<file path="config.mk">
export PLATFORM = sky130hd
export DESIGN_NAME = multiplicador_n
export DESIGN_NICKNAME = d
export VERILOG_FILES = /design/src/rtl/multiplicador_n_pkg.sv /design/src/rtl/multiplicador_n_datos.sv /design/src/rtl/multiplicador_n.sv
export SDC_FILE = /design/constraint.sdc
export NUM_CORES = 1
export LEC_CHECK = 0
export CAP_MARGIN = 20
export CORE_MARGIN = 4
export CORE_UTILIZATION = 45
export DETAILED_ROUTE_END_ITERATION = 8
export PLACE_DENSITY = 0.67
export SLEW_MARGIN = 15
export SYNTH_ARGS = -nofsm -noshare
export SYNTH_HDL_FRONTEND = slang
export SYNTH_HIERARCHICAL = 1
export SYNTH_SLANG_ARGS = --single-unit
</file>
<file path="constraint.sdc">
create_clock -name clk -period 3.6 [get_ports clk]
set_clock_uncertainty 0.05 [all_clocks]
set_input_delay 0.54 -clock clk [delete_from_list [all_inputs] [get_ports clk]]
set_output_delay 0.54 -clock clk [all_outputs]
set_load 0.02 [all_outputs]
</file>
<file path="src/rtl/multiplicador_n_pkg.sv">
// Shared types and constants for the sequential shift-add multiplier.
// The state encoding is shared so the top FSM and any observer agree on it.
package multiplicador_n_pkg;

   localparam int MULT_N_DEF = 8;

   typedef enum logic [1:0] {
      IDLE = 2'd0,
      CALC = 2'd1,
      DONE = 2'd2
   } estado_t;

endpackage

</file>
<file path="src/rtl/multiplicador_n_datos.sv">
// Datapath of the shift-add multiplier: sign/magnitude capture, one add-shift step
// per CALC cycle, and the final sign fix-up written into the product register.
module multiplicador_n_datos #(
   parameter int N  = 8,
   parameter int CW = $clog2(N + 1)
) (
   input  logic           clk,
   input  logic           clr,
   input  logic           load,
   input  logic           step,
   input  logic           wr,
   input  logic [N-1:0]   a,
   input  logic [N-1:0]   b,
   input  logic           signo,
   output logic           last,
   output logic [2*N-1:0] mult
);

   localparam int PW = 2 * N;

   logic [N-1:0]  mcnd;
   logic [N-1:0]  mplr;
   logic [N:0]    acc;
   logic [CW-1:0] cnt;
   logic          neg;

   logic [N-1:0]  a_mag;
   logic [N-1:0]  b_mag;
   logic [N:0]    sum;
   logic [N:0]    acc_nx;
   logic [N-1:0]  mplr_nx;
   logic [PW-1:0] prod;
   logic [PW-1:0] res;

   // Magnitudes are kept unsigned N-bit, so the most-negative value maps to 2^(N-1).
   always_comb begin
      a_mag   = (signo && a[N-1]) ? (~a) + N'(1) : a;
      b_mag   = (signo && b[N-1]) ? (~b) + N'(1) : b;
      sum     = acc + (mplr[0] ? {1'b0, mcnd} : '0);
      acc_nx  = {1'b0, sum[N:1]};
      mplr_nx = {sum[0], mplr[N-1:1]};
      prod    = {acc_nx[N-1:0], mplr_nx};
      res     = neg ? (~prod) + PW'(1) : prod;
      last    = (cnt == CW'(N - 1));
   end

   always_ff @(posedge clk) begin
      if (clr) begin
         mcnd <= '0;
         mplr <= '0;
         acc  <= '0;
         cnt  <= '0;
         neg  <= 1'b0;
         mult <= '0;
      end else begin
         if (load) begin
            mcnd <= a_mag;
            mplr <= b_mag;
            acc  <= '0;
            cnt  <= '0;
            neg  <= signo & (a[N-1] ^ b[N-1]);
         end else if (step) begin
            acc  <= acc_nx;
            mplr <= mplr_nx;
            cnt  <= cnt + CW'(1);
         end
         // Result is taken from the post-step value so the final step and the write share one edge.
         if (wr) begin
            mult <= res;
         end
      end
   end

endmodule

</file>
<file path="src/rtl/multiplicador_n.sv">
// Sequential N-bit signed/unsigned multiplier: N+1 edges from start to fin.
// Control FSM lives here; the arithmetic is in multiplicador_n_datos.
module multiplicador_n
   import multiplicador_n_pkg::*;
#(
   parameter int N  = MULT_N_DEF,
   parameter int CW = $clog2(N + 1)
) (
   input  logic           clk,
   input  logic           reset,
   input  logic [N-1:0]   a,
   input  logic [N-1:0]   b,
   input  logic           signo,
   input  logic           xs,
   output logic           busy,
   output logic           fin,
   output logic [2*N-1:0] mult
);

   estado_t st;
   logic    load;
   logic    step;
   logic    wr;
   logic    last;

   assign load = (st == IDLE) && xs;
   assign step = (st == CALC);
   assign wr   = step && last;

   always_ff @(posedge clk) begin
      if (reset) begin
         st   <= IDLE;
         busy <= 1'b0;
         fin  <= 1'b0;
      end else begin
         case (st)
            IDLE: begin
               if (xs) begin
                  st   <= CALC;
                  busy <= 1'b1;
               end
            end
            CALC: begin
               if (last) begin
                  st   <= DONE;
                  busy <= 1'b0;
                  fin  <= 1'b1;
               end
            end
            DONE: begin
               // A held start must not retrigger; wait for xs to drop.
               if (!xs) begin
                  st  <= IDLE;
                  fin <= 1'b0;
               end
            end
            default: begin
               st   <= IDLE;
               busy <= 1'b0;
               fin  <= 1'b0;
            end
         endcase
      end
   end

   multiplicador_n_datos #(
      .N  (N),
      .CW (CW)
   ) u_datos (
      .clk   (clk),
      .clr   (reset),
      .load  (load),
      .step  (step),
      .wr    (wr),
      .a     (a),
      .b     (b),
      .signo (signo),
      .last  (last),
      .mult  (mult)
   );

endmodule

</file>
==> flow_metrics.tcl <==
set metrics [dict create \
    crit_chain "and2_1 > ha_1 > fa_1 > a21o_1 > a221oi_1 > xnor2_1 > a2111oi_4 > a311oi_1 > a41oi_1" \
    fin_util 0.547 \
    yosysUniqueCellTypes 57 \
    cp-start-kind "register" \
    synthTopCellsByArea "dfxtp_1 (34%), a211oi_1 (7.0%), nor2_1 (6.5%)" \
    cp_max_fo 9 \
    muxShareOfSynthArea 0.0447 \
    final.setup.worst_slack_ns 0.862 \
    routed_wl_um 6240 \
    synthArstFlopShare 0 \
    relSlewSlack 0.399 \
    ys_warn_count 6 \
    pre_cts_ws_ns 0.899 \
    critPathSlowestCell "fa_1" \
    routed_via_density 5.49 \
    reg2regPathDepth 9 \
    rsz0062_at_grt "false" \
    cts_hold_buf 0 \
    dr_total_vias 2474 \
    cts.clk_slew.worst_paths_ns 0.09 \
    fin_crit_sh 0.761 \
    final_cell_mix "nor2_1 (50), dfxtp_1 (49), clkdlybuf4s50_1 (37)" \
    syn_avg_cell_area_um2 8.46 \
    drcViolationCount 0 \
    fin_setup_tns_ns 0 \
    outcome "completed" \
    r2r_end "u_datos/mult[14]$_SDFFE_PP0P_" \
    hpwlAfterDp_um 4660 \
    synth_area_leader_cell "dfxtp_1" \
    synthCells 344 \
    cts_root_buf "clkbuf_8" \
    clk_latency_ns 0.30 \
    die_x_um 88.4 \
    end_kind "register" \
    layout_commonest_cell "nor2_1" \
    area_growth_pct 18.6 \
    power.density_nw_per_um2 354 \
    n_antenna_cell 0 \
    critPathRequiredTime_ns 3.77 \
    worst_slew_pin_slew_ns 0.898 \
    finalMaxSlewViolations 0 \
    synth_fp_nets 377 \
    r2r_start "u_datos/mplr[0]$_SDFFE_PP0P_" \
    overflow 0 \
    place.gp.congestion 0.868 \
    fin_nets 406 \
    cts_tree "built" \
    hold_start "u_datos/mcnd[7]$_SDFFE_PP0P_" \
    critPathKind "register to register" \
    grt_pass1_vias 2293 \
    grt_usage 0.166 \
    h-tree-depth 2 \
    worstPathArrival_ns 2.91 \
    maxCapViolCount 0 \
    rows 29 \
    initial_core_util 0.461 \
    cpLargestDelayFamily "compound AO/OA/AOI/OAI gates" \
    layout-drive-gt1-share 0.0561 \
    setup_violations 0 \
    cts.sinks 49 \
    hold_class "register to register" \
    yosysSeqAreaShare 0.337 \
    max_freq_mhz 365 \
    port_buffers 37 \
    grt_max_degree 34 \
    min_to "u_datos/mcnd[7]$_SDFFE_PP0P_" \
    drt_pass1_iterations 5 \
    cts_made_buffers 5 \
    ys_seq_elements 49 \
    drt-wirelength-per-cell_um 13.8 \
    synth-edff-count 0 \
    grt_first_pass_wirelength_um 10300 \
    synth_top_flop_cell "dfxtp_1" \
    core_area_um2 6310 \
    io_pins 38 \
    period_needed_ns 2.74 \
    synth_compound_area_frac 0.234 \
    synth_top_area_frac 0.337 \
    hold_viol 0 \
    first_iter_violations 92 \
    power_mw 1.22 \
    max_stage_delay_ns 0.42 \
    cts_setup_buffers 0 \
    cts_buffer_depth 2 \
    drtAntennaViolNets 0 \
    rrSetupSlack_ns 0.86 \
    antenna_found_initial 0 \
    synth_fa_ha_area_frac 0.0585 \
    synthSimpleGateAreaFrac 0.215 \
    cellLeakagePower_nw 1.25 \
    synth_top_family_by_area "compound AO/OA/AOI/OAI gates" \
    cts_resized 0 \
    fp.dieArea_um2 7810 \
    die_h_um 88.4 \
    synth_xor_area_frac 0.0723 \
    hold_depth 2 \
    syn_area_um2 2910 \
    critPathBufInv 0 \
    vdd_ir_drop_max_uv 345 \
]
==> cell usage after synthesis, drive strengths merged (7+ instances only) <==
cell type	number
mux2i	13
inv	11
a21oi	14
dfxtp	49
nand2	15
or3	7
nor2	50
a311oi	7
nor3	7
nand3	9
xnor2	11
nor2b	8
o21ai	12
a211oi	27
xor2	13
clkbuf	17
and2	10
ha	12
==> metrics by stage <==
stage | area [um2] | instances | hold slack, ns
after detailed placement | 3330 | 443 | 0.416
after floorplan | 2910 | 344 | 0.395
after global placement | 3330 | 443 | 0.410
after global routing | 3450 | 451 | 0.465
after CTS | 3450 | 451 | 0.431
final | 3450 | 451 | 0.433
==> power by group <==
group	leakage [nW]	internal [mW]	switching, mW
clock	0.0585	0.226	0.170
combinational	0.792	0.105	0.129
sequential	0.399	0.566	0.0246
total	1.25	0.897	0.323
==> flip-flops by register name, summed over array words and instances, names as in the netlist <==
signal	cells
u_datos/mult	16
u_datos/acc	8
u_datos/mcnd	8
u_datos/mplr	8
u_datos/cnt	4
st	2
busy	1
fin	1
u_datos/neg	1
==> worst max path at each step <==
| stage | slack, ns | cells after the start | startpoint | end |
|---|---|---|---|---|
| after floorplan | 1.08 | 9 | u_datos/mplr[0]$_SDFFE_PP0P_ | u_datos/mult[12]$_SDFFE_PP0P_ |
| after global placement | 0.95 | 9 | u_datos/mplr[0]$_SDFFE_PP0P_ | u_datos/mult[14]$_SDFFE_PP0P_ |
| after detailed placement | 0.90 | 9 | u_datos/mplr[0]$_SDFFE_PP0P_ | u_datos/mult[14]$_SDFFE_PP0P_ |
| after CTS | 0.87 | 9 | u_datos/mplr[0]$_SDFFE_PP0P_ | u_datos/mult[14]$_SDFFE_PP0P_ |
| after global routing | 0.62 | 9 | u_datos/mplr[0]$_SDFFE_PP0P_ | u_datos/mult[14]$_SDFFE_PP0P_ |
| final | 0.86 | 9 | u_datos/mplr[0]$_SDFFE_PP0P_ | u_datos/mult[14]$_SDFFE_PP0P_ |
==> metal layers <==
metal,track usage,up-vias,part of all wire
met4,0.0316,0,0.0042
met2,0.283,47,0.47
met1,0.220,1123,0.48
met5,0,-,0
met3,0.0307,2,0.040
li1,-,1302,-
==> worst min-delay path, stage by stage (launching register included) <==
cell,delay (ns)
dfxtp_1,0.32
nand2b_1,0.06
a21oi_1,0.06
==> kinds of logic (layout without fill, tap and decap cells) <==
| kind of cell | Yosys count | after routing |
|---|---|---|
| compound gates | 92 | 92 |
| flops | 49 | 49 |
| fa+ha+maj | 13 | 13 |
| buf+inv | 30 | 60 |
| simple gates | 123 | 123 |
| xor+xnor | 24 | 24 |
| mux | 13 | 13 |
==> final cells by class <==
cell class	instances	area, um2
fillers	631	2860
flip-flops and latches	49	981
clock buffers	7	86.3
inverters	11	41.3
repair buffers	41	400
clock inverters	1	30.0
well taps	77	96.3
multi-input cells	265	1820
No activity file was read; power rests on OpenSTA's default activity.
